File: config.mk
export PLATFORM = sky130hd
export DESIGN_NAME = mux_rr
export DESIGN_NICKNAME = d
export VERILOG_FILES = /design/src/rtl/mux_pkg.sv /design/src/rtl/rr_arbiter.sv /design/src/rtl/mux_rr.sv
export SDC_FILE = /design/constraint.sdc
export NUM_CORES = 1
export LEC_CHECK = 0
export ABC_CLOCK_PERIOD_IN_PS = 5380
export CAP_MARGIN = 5
export CORE_ASPECT_RATIO = 0.8
export CORE_MARGIN = 3
export CORE_UTILIZATION = 40
export CTS_BUF_LIST = sky130_fd_sc_hd__clkbuf_4 sky130_fd_sc_hd__clkbuf_8 sky130_fd_sc_hd__clkbuf_16
export CTS_CLUSTER_DIAMETER = 150
export DETAILED_ROUTE_END_ITERATION = 10
export GPL_TIMING_DRIVEN = 1
export PLACE_DENSITY = 0.68
export SETUP_SLACK_MARGIN = 0.3
export SYNTH_ARGS = -nofsm -noshare
export SYNTH_HDL_FRONTEND = slang
export SYNTH_HIERARCHICAL = 1
export SYNTH_SLANG_ARGS = --single-unit
export TNS_END_PERCENT = 100
File: constraint.sdc
create_clock -name clk -period 5.38 [get_ports clk]
set_input_delay 1.614 -clock clk [delete_from_list [all_inputs] [get_ports clk]]
set_output_delay 1.614 -clock clk [all_outputs]
set_load 0.01 [all_outputs]
File: src/rtl/mux_pkg.sv
`default_nettype none
// ============================================================================
// Module      : mux_pkg
// Description : Shared definitions for the mux_rr streaming merge stage.
//               Mode encodings, output-register state encoding and the
//               channel-index width helper.
// Revision    : 1.0 - initial release
// ============================================================================
package mux_pkg;

   // Selection mode encodings for the mode input
   localparam logic MODE_SEL = 1'b0;
   localparam logic MODE_RR  = 1'b1;

   // Output register occupancy
   typedef enum logic [0:0] {
      ST_EMPTY = 1'b0,
      ST_FULL  = 1'b1
   } out_state_e;

   // Width of an index able to address n items; never less than one bit
   function automatic int idx_width(input int n);
      return (n > 1) ? $clog2(n) : 1;
   endfunction

endpackage
`default_nettype wire

File: src/rtl/rr_arbiter.sv
`default_nettype none
// ============================================================================
// Module      : rr_arbiter
// Description : Combinational rotating-priority arbiter. Searches the request
//               vector starting at ptr, wrapping at CHANNELS-1, and returns a
//               one-hot grant, the granted index and a found flag.
// Revision    : 1.0 - initial release
// ============================================================================
module rr_arbiter
   import mux_pkg::*;
#(
   parameter  int CHANNELS = 4,
   localparam int SELW     = idx_width(CHANNELS)
) (
   input  logic [CHANNELS-1:0] req,
   input  logic [SELW-1:0]     ptr,
   output logic [CHANNELS-1:0] gnt,
   output logic [SELW-1:0]     gnt_idx,
   output logic                found
);

   int idx;

   // Walk ptr, ptr+1, ... modulo CHANNELS and keep the first requester
   always_comb begin
      gnt     = '0;
      gnt_idx = '0;
      found   = 1'b0;
      idx     = 0;
      for (int i = 0; i < CHANNELS; i++) begin
         idx = int'(ptr) + i;
         if (idx >= CHANNELS) begin
            idx = idx - CHANNELS;
         end
         if (!found && req[idx]) begin
            gnt[idx] = 1'b1;
            gnt_idx  = SELW'(idx);
            found    = 1'b1;
         end
      end
   end

endmodule
`default_nettype wire

File: src/rtl/mux_rr.sv
`default_nettype none
// ============================================================================
// Module      : mux_rr
// Description : N-channel streaming merge with valid/ready per channel, a
//               single registered output stage, and either sel-directed or
//               round-robin channel selection.
// Revision    : 1.0 - initial release
// ============================================================================
module mux_rr
   import mux_pkg::*;
#(
   parameter  int WIDTH    = 4,
   parameter  int CHANNELS = 4,
   localparam int SELW     = idx_width(CHANNELS)
) (
   input  logic                      clk,
   input  logic                      rst_n,
   input  logic                      mode,
   input  logic [SELW-1:0]           sel,
   input  logic [CHANNELS*WIDTH-1:0] in,
   input  logic [CHANNELS-1:0]       in_valid,
   output logic [CHANNELS-1:0]       in_ready,
   output logic [WIDTH-1:0]          q,
   output logic                      q_valid,
   output logic [SELW-1:0]           q_chan,
   input  logic                      q_ready
);

   localparam logic [SELW-1:0] C_LAST = SELW'(CHANNELS - 1);

   out_state_e          state_q, state_d;
   logic [WIDTH-1:0]    data_q,  data_d;
   logic [SELW-1:0]     chan_q,  chan_d;
   logic [SELW-1:0]     ptr_q,   ptr_d;

   logic [CHANNELS-1:0] w_sel_gnt;
   logic                w_sel_found;
   logic [CHANNELS-1:0] w_rr_gnt;
   logic [SELW-1:0]     w_rr_idx;
   logic                w_rr_found;

   logic [CHANNELS-1:0] w_gnt;
   logic [SELW-1:0]     w_gnt_idx;
   logic                w_gnt_found;
   logic                w_load;
   logic                w_xfer;

   // Directed decode: only an in-range sel with its channel valid is granted
   always_comb begin
      w_sel_gnt   = '0;
      w_sel_found = 1'b0;
      for (int c = 0; c < CHANNELS; c++) begin
         if ((sel == SELW'(c)) && in_valid[c]) begin
            w_sel_gnt[c] = 1'b1;
            w_sel_found  = 1'b1;
         end
      end
   end

   rr_arbiter #(
      .CHANNELS (CHANNELS)
   ) u_rr_arbiter (
      .req     (in_valid),
      .ptr     (ptr_q),
      .gnt     (w_rr_gnt),
      .gnt_idx (w_rr_idx),
      .found   (w_rr_found)
   );

   // Pick the active grant source; the output stage accepts when empty or draining
   always_comb begin
      w_gnt       = (mode == MODE_RR) ? w_rr_gnt   : w_sel_gnt;
      w_gnt_idx   = (mode == MODE_RR) ? w_rr_idx   : sel;
      w_gnt_found = (mode == MODE_RR) ? w_rr_found : w_sel_found;
      w_load      = (state_q == ST_EMPTY) || q_ready;
      w_xfer      = w_load && w_gnt_found;
      in_ready    = (w_xfer && rst_n) ? w_gnt : '0;
   end

   // Next-state for the output register and the round-robin pointer
   always_comb begin
      state_d = state_q;
      data_d  = data_q;
      chan_d  = chan_q;
      ptr_d   = ptr_q;
      if (w_load) begin
         if (w_gnt_found) begin
            state_d = ST_FULL;
            chan_d  = w_gnt_idx;
            ptr_d   = (w_gnt_idx == C_LAST) ? '0 : (w_gnt_idx + SELW'(1));
            for (int c = 0; c < CHANNELS; c++) begin
               if (w_gnt[c]) begin
                  data_d = in[c*WIDTH +: WIDTH];
               end
            end
         end else begin
            state_d = ST_EMPTY;
         end
      end
   end

   // Output register and pointer; reset discards any pending item
   always_ff @(posedge clk or negedge rst_n) begin
      if (!rst_n) begin
         state_q <= ST_EMPTY;
         data_q  <= '0;
         chan_q  <= '0;
         ptr_q   <= '0;
      end else begin
         state_q <= state_d;
         data_q  <= data_d;
         chan_q  <= chan_d;
         ptr_q   <= ptr_d;
      end
   end

   assign q       = data_q;
   assign q_valid = (state_q == ST_FULL);
   assign q_chan  = chan_q;

endmodule
`default_nettype wire
==> flow_summary.yaml, run 1 <==
placed_design:
  hpwl_um: 2702
  port_buffers: 36
  gp_congestion: 0.8641
  placed_cell_area_sq_um: 1740
power:
  clkPwrFrac: 0.080
  p_leak_nw: 0.9033
  p_sw_frac: 0.4225
  pwr-share-comb: 0.812
  seqPwrFrac: 0.109
  ir_drop_v: 0.0002337
  power.switching_w: 0.0004700
  powerDensity_nw_per_um2: 555.6
  p_int_w: 0.0006424
sta:
  fin_crit_ns: 5.058
  setup_viol: 0
  final.setup_skew_ns: 0.003398
  tightest_slew_ns: 0.4475
  max_clock_freq_mhz: 197.7
  final-hold-violation-count: 0
  maxSlewViolCount: 0
  rsz0062_at_grt: "true"
  fin_crit_sh: 0.9402
  hold_slack_ns: 0.5071
  maxSlewHeadroom: 0.6991
route:
  drt_wl_total_um: 3849
  dr.pass1.iters: 4
  dr.first_iter.drc_count: 69
  drc: 0
  vias_per_cell: 5.442
  drt.antenna.violating_nets: 0
  post_drt_wl_per_cell_um: 16.04
  vias: 1306
floorplan:
  die-width_um: 67.14
  initial_core_util: 0.4260
  pin_count: 37
  die_area_sq_um: 3687
  rows: 17
  core_sq_um: 2808
  die-height_um: 54.91
clock_tree:
  cts_buffer_depth: 2
  cts-htree-levels: 1
  clock-root-buffer: "clkbuf_8"
  cts.sinks: 9
  cts_buffers: 3
  cts_tree: "built"
  clock_latency_ns: 0.25
  postCtsHoldBufs: 0
  cts.reportedPaths.clkPinSlew_ns: 0.05
critical_path:
  crit_slowest_cell: "mux4_2"
  crit_buf_inv: 3
  cp-start-kind: "input pin"
  path_class: "input pin to output pin"
  arrival_ns: 3.44
  crit_fanout: 6
  cp_slowest_stage_delay_ns: 0.49
  crit_chain: "buf_8 -> mux4_2 -> buf_6 -> nor4b_4 -> a22oi_1 -> o21ai_1 -> and2_1 -> or2_1 -> and3_4 -> buf_6"
  cp_top_family: "simple AND/OR/NAND/NOR gates"
  worstPathRequired_ns: 3.77
  worst_path_most_repeated_cell: "buf_6"
  cp-end-kind: "output pin"
flow_run:
  maxCapViolCount: 0
global_routing:
  grt_antenna_before_repair: 0
  grt_pass1_wl_um: 6016
  track_usage: 0.2184
  overflow: 0
  first_global_vias: 1322
  grt_start_max_net_pins: 15
synthesis:
  synth_flop_cell: "dfrtp_1"
  synth_edf_count: 0
  syn_nets: 157
  synth_area_leader_cell: "dfrtp_1"
  ys_ff_latch: 9
  synthArstFlopShare: 1.000
  ys_seq_area_frac: 0.1883
  netlist_area_sq_um: 1196
  yosys-top-cells-area: "dfrtp_1, ha_1, o21ai_0"
  synth_top_area_frac: 0.1883
  yosysWarnings: 6
  syn_avg_cell_area_sq_um: 9.725
  synth_cells: 123
  synth_cell_types: 40
finish:
  design_area_sq_um: 2002
  drive_gt1_frac: 0.4406
  num_antenna_cells: 0
  nets: 237
  syn2layout_area_growth_pct: 67.36
run_status:
  run_status: "finished, final reports clean"
min_path:
  hold_path_class: "register to register"
-- worst reg2reg max path: cells and delay by family (launching register included) --
family                   cells  cell delay (ns)
buffers and inverters       15             1.96
adder cells (fa/ha/maj)      1             0.33
multiplexers                 2             0.67
AND/OR/NAND/NOR              1             0.36
flip-flops                   1             0.38
AO/OA/AOI/OAI                5             0.42
-- registers in the layout, indices dropped and copies added, names as in the netlist --
| register | cells |
|---|---|
| ptr_q | 2 |
| q | 4 |
| q_chan | 2 |
| q_valid | 1 |
-- cell usage in the layout, fill, tap and decap left out, types with 2 or more instances in the layout --
cell type / Yosys / routed
o211ai_1: 2 / 2
o21ai_0: 20 / 8
o21ai_4: 0 / 2
o21ai_1: 0 / 5
nand2_1: 8 / 7
buf_4: 0 / 40
inv_1: 12 / 12
o211a_1: 4 / 4
a22oi_1: 8 / 7
a21oi_1: 3 / 3
o21ai_2: 0 / 5
dfrtp_1: 9 / 9
mux2_2: 3 / 3
ha_1: 8 / 8
nor2_1: 7 / 7
mux2_4: 4 / 4
mux4_2: 2 / 5
buf_6: 3 / 8
a32o_1: 2 / 2
clkbuf_8: 1 / 3
nand2_2: 1 / 2
clkdlybuf4s50_1: 0 / 28
buf_2: 0 / 3
-- power groups by stage --
stage / clock (W) / sequential, W / combinational, W
global placement: 0 / 0.000120 / 0.000689
global route: 0.0000916 / 0.000125 / 0.000963
detailed placement: 0 / 0.000122 / 0.000706
CTS: 0.0000894 / 0.000121 / 0.000832
finish: 0.0000887 / 0.000121 / 0.000903
floorplan: 0 / 0.000142 / 0.000439
-- cells by family after synthesis --
family / synth area share
flops: 0.1883
fa+ha+maj: 0.08369
simple gates: 0.1329
mux: 0.2019
buf+inv: 0.08053
compound gates: 0.2981
xor+xnor: 0.01465
-- per-layer routing --
layer / global-route usage / vias to the layer above / part of all wire
met3: 0.04444 / 5 / 0.059
met5: 0 / - / 0
met1: 0.2788 / 630 / 0.44
met4: 0.04377 / 0 / 0.0099
met2: 0.3866 / 47 / 0.49
li1: - / 624 / -
-- cell usage after synthesis (4+ instances only) --
library cell  count
ha_1              8
inv_1            12
dfrtp_1           9
mux2_4            4
a22oi_1           8
nand2_1           8
nor2_1            7
o211a_1           4
o21ai_0          20
-- path summary, 6_finish.rpt --
path | slack (ns) | cells past startpoint | from | end
max | 0.32 | 10 | in_valid[3] | in_ready[1]
min | 0.51 | 1 | q[1]$_DFFE_PN0P_ | q[1]$_DFFE_PN0P_
max reg2reg | 1.14 | 24 | ptr_q[1]$_DFFE_PN0P_ | q[1]$_DFFE_PN0P_
min reg2reg | 0.51 | 1 | q[1]$_DFFE_PN0P_ | q[1]$_DFFE_PN0P_
max in group asynchronous | 3.40 | 2 | rst_n | q_chan[0]$_DFFE_PN0P_
min in group asynchronous | 1.60 | 1 | rst_n | q[2]$_DFFE_PN0P_
-- layout make-up --
type,count,area (sq um)
Multi-Input combinational cell,97,934.6
Fill cell,207,805.8
Timing Repair Buffer,80,700.7
Sequential cell,9,225.2
Clock buffer,4,48.80
Tap cell,38,47.55
Inverter,12,45.04
-- through the flow --
step	worst slack [ns]	util	setup TNS (ns)	power [W]	instances
floorplan	0.3605	-	0	0.0005808	123
CTS	0.3011	0.6787	0	0.001042	239
detailed placement	-0.5646	0.6199	-2.095	0.0008280	217
finish	0.3215	0.7130	0	0.001112	240
global route	0.2015	0.7130	0	0.001180	240
global placement	-0.5019	0.6199	-1.848	0.0008092	217
-- repair_timing --
item                       4_1_cts  5_1_grt
gates resized for setup         44       32
setup endpoints to repair        4        8
pin swaps                        5       10
setup buffers                   18        1
Power figures use the tool's default switching activity.
==> run 2, diff against run 1 <==
--- a/config.mk
+++ b/config.mk
@@ -8,7 +8,7 @@
 export ABC_CLOCK_PERIOD_IN_PS = 5380
 export CAP_MARGIN = 5
 export CORE_ASPECT_RATIO = 0.8
-export CORE_MARGIN = 3
+export CORE_MARGIN = 4
 export CORE_UTILIZATION = 40
 export CTS_BUF_LIST = sky130_fd_sc_hd__clkbuf_4 sky130_fd_sc_hd__clkbuf_8 sky130_fd_sc_hd__clkbuf_16
 export CTS_CLUSTER_DIAMETER = 150
==> run 2 against run 1 <==
  * Sequential share of layout area rose by 0.33 points
  * Hold slack lost 0.012 ns
  * Combinational power down 9.6%
  * Utilization down 2.0 points
  * Clock power decreased by 6.9%
  * Sequential power hardly changed
  * Fmax about the same
  * Global-route usage fell by 4.3 points
  * First-iteration DRC count up 25%
  * Cell count fell by 2.5%
  * Design area shrank 2.8%
==> flow_summary.yaml, run 2 (synthesized netlist as in run 1, its figures left out) <==
run_status:
  run_status: "finished, final reports clean"
route:
  wl_met1_um: 1667
  maxUsedRoutingLayer: "met4"
  dr.pass1.iters: 4
  drt.antenna.violating_nets: 0
  drt_wl_total_um: 3511
  drc: 0
  vias: 1275
  met3WireLength_um: 167
  met2_wirelength_um: 1639
  dr.first_iter.drc_count: 86
  post_drt_wl_per_cell_um: 15.00
  vias_per_cell: 5.449
power:
  p_sw_frac: 0.4196
  p_leak_nw: 0.8742
  seqPwrFrac: 0.119
  pwr-share-comb: 0.800
  powerDensity_nw_per_um2: 524.2
  p_int_w: 0.0005920
  ir_drop_v: 0.0001884
  p_total_w: 0.001020
  power.switching_w: 0.0004280
  clkPwrFrac: 0.081
critical_path:
  worstPathRequired_ns: 3.77
  arrival_ns: 3.45
  ff2ff_setup_slack_ns: 2.08
  cp-end-kind: "output pin"
  path_class: "input pin to output pin"
  crit_fanout: 5
  cp-start-kind: "input pin"
finish:
  design_area_sq_um: 1946
  nets: 231
  final_cell_mix: "buf_4, clkdlybuf4s50_1, o21ai_0"
  drive_gt1_frac: 0.3929
  final_common_cell: "buf_4"
  num_antenna_cells: 0
  largest_reg_flops: 4
  syn2layout_area_growth_pct: 62.66
clock_tree:
  cts.sinks: 9
  cts_tree: "built"
  postCtsHoldBufs: 0
  clock_latency_ns: 0.23
  cts.reportedPaths.clkPinSlew_ns: 0.04
  cts_buffer_depth: 2
  clock-root-buffer: "clkbuf_8"
  cts_buffers: 3
  cts-htree-levels: 1
flow_run:
  maxCapViolCount: 0
sta:
  setup_viol: 0
  hold_slack_ns: 0.4954
  rsz0062_at_grt: "true"
  final-hold-violation-count: 0
  maxSlewHeadroom: 0.7242
  setup_ws_ns: 0.3192
  fin_setup_tns_ns: 0
  maxSlewViolCount: 0
  max_clock_freq_mhz: 197.6
  fin_crit_sh: 0.9407
  final.setup_skew_ns: 0.001177
  tightest_slew_ns: 0.4102
  fin_crit_ns: 5.061
floorplan:
  die_area_sq_um: 3935
  pin_count: 37
  initial_core_util: 0.4260
  core_sq_um: 2808
  die-height_um: 56.91
  rows: 17
  die-width_um: 69.14
global_routing:
  grt_start_max_net_pins: 15
  grt_antenna_before_repair: 0
  overflow: 0
  track_usage: 0.1749
  grt_pass1_wl_um: 5761
  first_global_vias: 1258
placed_design:
  placed_cell_area_sq_um: 1748
  hpwl_um: 2733
  port_buffers: 36
  pre_cts_ws_ns: -0.6072
  gp_congestion: 0.9766
min_path:
  hold_path_class: "register to register"
## run 2: changes by cell type in the layout (fill, tap and decap cells not counted), moves of 2 or more
cell	change
buf_2	-3
o21ai_4	-2
o21ai_0	+8
o21ai_2	-4
clkbuf_2	+2
o21ai_1	-2
dlygate4sd2_1	+2
buf_4	-8
buf_6	+2
## run 2: path summary, 6_finish.rpt
check	startpoint	end	cells past startpoint
max	in_valid[0]	in_ready[1]	10
min	q_chan[0]$_DFFE_PN0P_	q_chan[0]$_DFFE_PN0P_	1
max reg2reg	ptr_q[1]$_DFFE_PN0P_	q[0]$_DFFE_PN0P_	16
min reg2reg	q_chan[0]$_DFFE_PN0P_	q_chan[0]$_DFFE_PN0P_	1
max in group asynchronous	rst_n	ptr_q[1]$_DFFE_PN0P_	2
min in group asynchronous	rst_n	q[2]$_DFFE_PN0P_	1
## run 2: final cells by class
type | instances | area [sq um]
Clock buffer | 4 | 48.80
Fill cell | 230 | 862.1
Inverter | 12 | 45.04
Multi-Input combinational cell | 97 | 913.4
Sequential cell | 9 | 225.2
Tap cell | 38 | 47.55
Timing Repair Buffer | 74 | 665.6
## run 2: per-stage QoR
step / cells / utilization
global placement: 218 / 0.6225
detailed placement: 218 / 0.6225
CTS: 230 / 0.6720
global route: 234 / 0.6930
floorplan: 123 / -
finish: 234 / 0.6930
## run 2: timing repair
item,in CTS,in global routing
gates resized for setup,47,12
buffers inserted,8,4
endpoints found under the setup margin,4,4
pin swaps,5,5
## run 2: metal layers
metal,track usage,up-vias
met4,0.02228,0
met1,0.2359,611
met3,0.04293,6
li1,-,612
met2,0.2921,46
met5,0,-
## run 2: worst max-delay path: stages
cell and delay (ns):
buf_8 0.11, buf_6 0.11, mux4_2 0.49, nor4b_4 0.16, a22oi_1 0.14, o21ai_1 0.11
and2_1 0.18, or2_1 0.24, and3_4 0.19, buf_6 0.11
## run 2: power by group through the flow
| stage | clock [W] | combinational [W] | sequential, W |
|---|---|---|---|
| 2_1_floorplan | 0 | 0.000439 | 0.000142 |
| 3_3_place_gp | 0 | 0.000689 | 0.000120 |
| 3_5_place_dp | 0 | 0.000703 | 0.000122 |
| 4_1_cts | 0.0000839 | 0.000767 | 0.000122 |
| 5_1_grt | 0.0000874 | 0.000877 | 0.000127 |
| 6_report | 0.0000826 | 0.000816 | 0.000122 |
==> run 3, diff against run 2 <==
--- a/config.mk
+++ b/config.mk
@@ -5,7 +5,7 @@
 export SDC_FILE = /design/constraint.sdc
 export NUM_CORES = 1
 export LEC_CHECK = 0
-export ABC_CLOCK_PERIOD_IN_PS = 5380
+export ABC_CLOCK_PERIOD_IN_PS = 4400
 export CAP_MARGIN = 5
 export CORE_ASPECT_RATIO = 0.8
 export CORE_MARGIN = 4
@@ -13,8 +13,9 @@
 export CTS_BUF_LIST = sky130_fd_sc_hd__clkbuf_4 sky130_fd_sc_hd__clkbuf_8 sky130_fd_sc_hd__clkbuf_16
 export CTS_CLUSTER_DIAMETER = 150
 export DETAILED_ROUTE_END_ITERATION = 10
+export GPL_ROUTABILITY_DRIVEN = 0
 export GPL_TIMING_DRIVEN = 1
-export PLACE_DENSITY = 0.68
+export PLACE_DENSITY = 0.71
 export SETUP_SLACK_MARGIN = 0.3
 export SYNTH_ARGS = -nofsm -noshare
 export SYNTH_HDL_FRONTEND = slang
==> constraint.sdc (replaced) <==
create_clock -name clk -period 4.4 [get_ports clk]
set_input_delay 1.32 -clock clk [delete_from_list [all_inputs] [get_ports clk]]
set_output_delay 1.32 -clock clk [all_outputs]
set_load 0.01 [all_outputs]
==> run 3 against run 2 <==
  * The flow now finishes with violations (negative setup slack)
  * Routed wire length rose by 22%
  * Global-route usage rose by 4.9 points
  * Sequential power up 34%
  * Cell count is 3.8% higher
  * Sequential cell count did not move
  * Clock-buffer cell count stayed put
  * Combinational power grew 42%
  * First-iteration DRC count grew 73%
  * Setup slack got worse by 0.40 ns
  * Total power is 40% higher
  * Non-clock buffer count rose by 9
  * Clock power increased by 26%
  * Critical path type unchanged
  * Largest cell class unchanged
  * Highest routed layer unchanged
==> flow_summary.yaml, run 3 (synthesized netlist as in run 1, its figures left out) <==
power:
  powerDensity_nw_per_um2: 694.9
  p_total_w: 0.001423
  p_leak_nw: 0.9328
  ir_drop_v: 0.0002808
route:
  dr.pass1.iters: 5
  drt.antenna.violating_nets: 0
  vias_per_cell: 5.724
  drt_wl_total_um: 4298
  drc: 0
  dr.first_iter.drc_count: 149
  post_drt_wl_per_cell_um: 17.69
  vias: 1391
flow_run:
  maxCapViolCount: 0
finish:
  fill_cells: 201
  multiInputGateArea_sq_um: 920.9
  syn2layout_area_growth_pct: 71.23
  num_antenna_cells: 0
  nets: 240
  final_cell_mix: "buf_4, clkdlybuf4s50_1, o21ai_0"
  largest_reg_flops: 4
  final-seq-area_sq_um: 225.2
  fin_cells: 243
  final_common_cell: "buf_4"
  drive_gt1_frac: 0.4439
critical_path:
  worst_path_most_repeated_cell: "buf_6"
  crit_slowest_cell: "mux4_2"
  ff2ff_setup_slack_ns: 0.51
  cp-start-kind: "input pin"
  crit-reg2reg-launch: "ptr_q[1]$_DFFE_PN0P_"
  cp_slowest_stage_delay_ns: 0.48
  path_class: "input pin to output pin"
  crit_fanout: 5
  r2r_cells: 19
  cp-end-kind: "output pin"
  worstSetupStartpoint: "in_valid[0]"
  endpoint: "in_ready[1]"
  worst_r2r_endpoint: "q[1]$_DFFE_PN0P_"
  crit_chain: "buf_8 -> buf_6 -> mux4_2 -> nor4b_4 -> buf_4 -> a22oi_2 -> o21ai_1 -> and2_4 -> or2_1 -> and3_4 -> buf_6"
  arrival_ns: 3.16
  worstPathRequired_ns: 3.08
sta:
  final-hold-violation-count: 0
  fin_crit_sh: 1.019
  rsz0062_at_grt: "true"
  fin_crit_ns: 4.484
  setup_viol: 4
  hold_slack_ns: 0.4975
  maxSlewViolCount: 0
  final.setup_skew_ns: 0.0006142
  maxSlewHeadroom: 0.7452
  tightest_slew_ns: 0.3790
  max_clock_freq_mhz: 223.0
  setup_ws_ns: -0.08374
clock_tree:
  clock-root-buffer: "clkbuf_8"
  cts-htree-levels: 1
  cts.sinks: 9
  postCtsHoldBufs: 0
  cts_buffer_depth: 2
  cts.reportedPaths.clkPinSlew_ns: 0.05
  cts_buffers: 3
  cts_tree: "built"
  clock_latency_ns: 0.23
global_routing:
  overflow: 0
  first_global_vias: 1512
  track_usage: 0.2238
  grt_start_max_net_pins: 15
  grt_pass1_wl_um: 7162
  grt_antenna_before_repair: 0
floorplan:
  die-width_um: 69.14
  rows: 17
  die-height_um: 56.91
  initial_core_util: 0.4260
  core_sq_um: 2808
  pin_count: 37
  die_area_sq_um: 3935
run_status:
  violations: "negative setup slack"
  run_status: "finished, violations left"
placed_design:
  pre_cts_ws_ns: -0.9175
  numPlacedInstances: 220
  hpwl_um: 2945
  port_buffers: 36
min_path:
  hold_path_class: "register to register"
run 3: where the power goes:
part	total [W]	switching [W]	internal, W
combinational	0.00116	0.000524	0.000632
clock	0.000104	0.0000347	0.0000695
sequential	0.000163	0.0000395	0.000124
run 3: area by class of cell:
type / instances / share of cell area
Multi-Input combinational cell: 97 / 0.4496
Clock buffer: 4 / 0.02382
Tap cell: 38 / 0.02321
Inverter: 12 / 0.02199
Timing Repair Buffer: 83 / 0.3714
Sequential cell: 9 / 0.1100
run 3: how the worst min path moves through the flow:
stage	start	to	slack (ns)	cells past startpoint
3_3_place_gp	q_chan[0]$_DFFE_PN0P_	q_chan[0]$_DFFE_PN0P_	0.48	1
2_1_floorplan	q_chan[0]$_DFFE_PN0P_	q_chan[0]$_DFFE_PN0P_	0.53	1
6_report	q_chan[0]$_DFFE_PN0P_	q_chan[0]$_DFFE_PN0P_	0.50	1
3_5_place_dp	q_chan[0]$_DFFE_PN0P_	q_chan[0]$_DFFE_PN0P_	0.48	1
4_1_cts	q_chan[0]$_DFFE_PN0P_	q_chan[0]$_DFFE_PN0P_	0.50	1
5_1_grt	q_chan[0]$_DFFE_PN0P_	q_chan[0]$_DFFE_PN0P_	0.52	1
run 3: repair_timing:
action                                  in CTS  in global routing
hold endpoints to repair                     0                  0
endpoints found under the setup margin       4                  8
buffers inserted                            16                  3
gates resized for setup                     68                  2
pin swaps                                   11                  5
run 3: layer usage:
layer | vias up | track usage | wire [um]
met5 | - | 0 | 0
met4 | 0 | 0.1031 | 146
met3 | 14 | 0.03041 | 294
met2 | 89 | 0.3954 | 2173
met1 | 659 | 0.2706 | 1682
li1 | 629 | - | -
run 3: critical path, delay by kind of cell:
family / cells / cell delay, ns
compound gates: 2 / 0.21
buf+inv: 4 / 0.45
mux: 1 / 0.48
simple gates: 4 / 0.69
run 3: per-stage QoR:
step,TNS (ns),area (sq um),util
final,-0.1267,2048,0.7295
after CTS,-0.04864,2018,0.7188
after floorplan,0,1205,-
after global placement,-3.092,1762,0.6275
after global routing,-0.4166,2048,0.7295
after detailed placement,-3.379,1762,0.6275
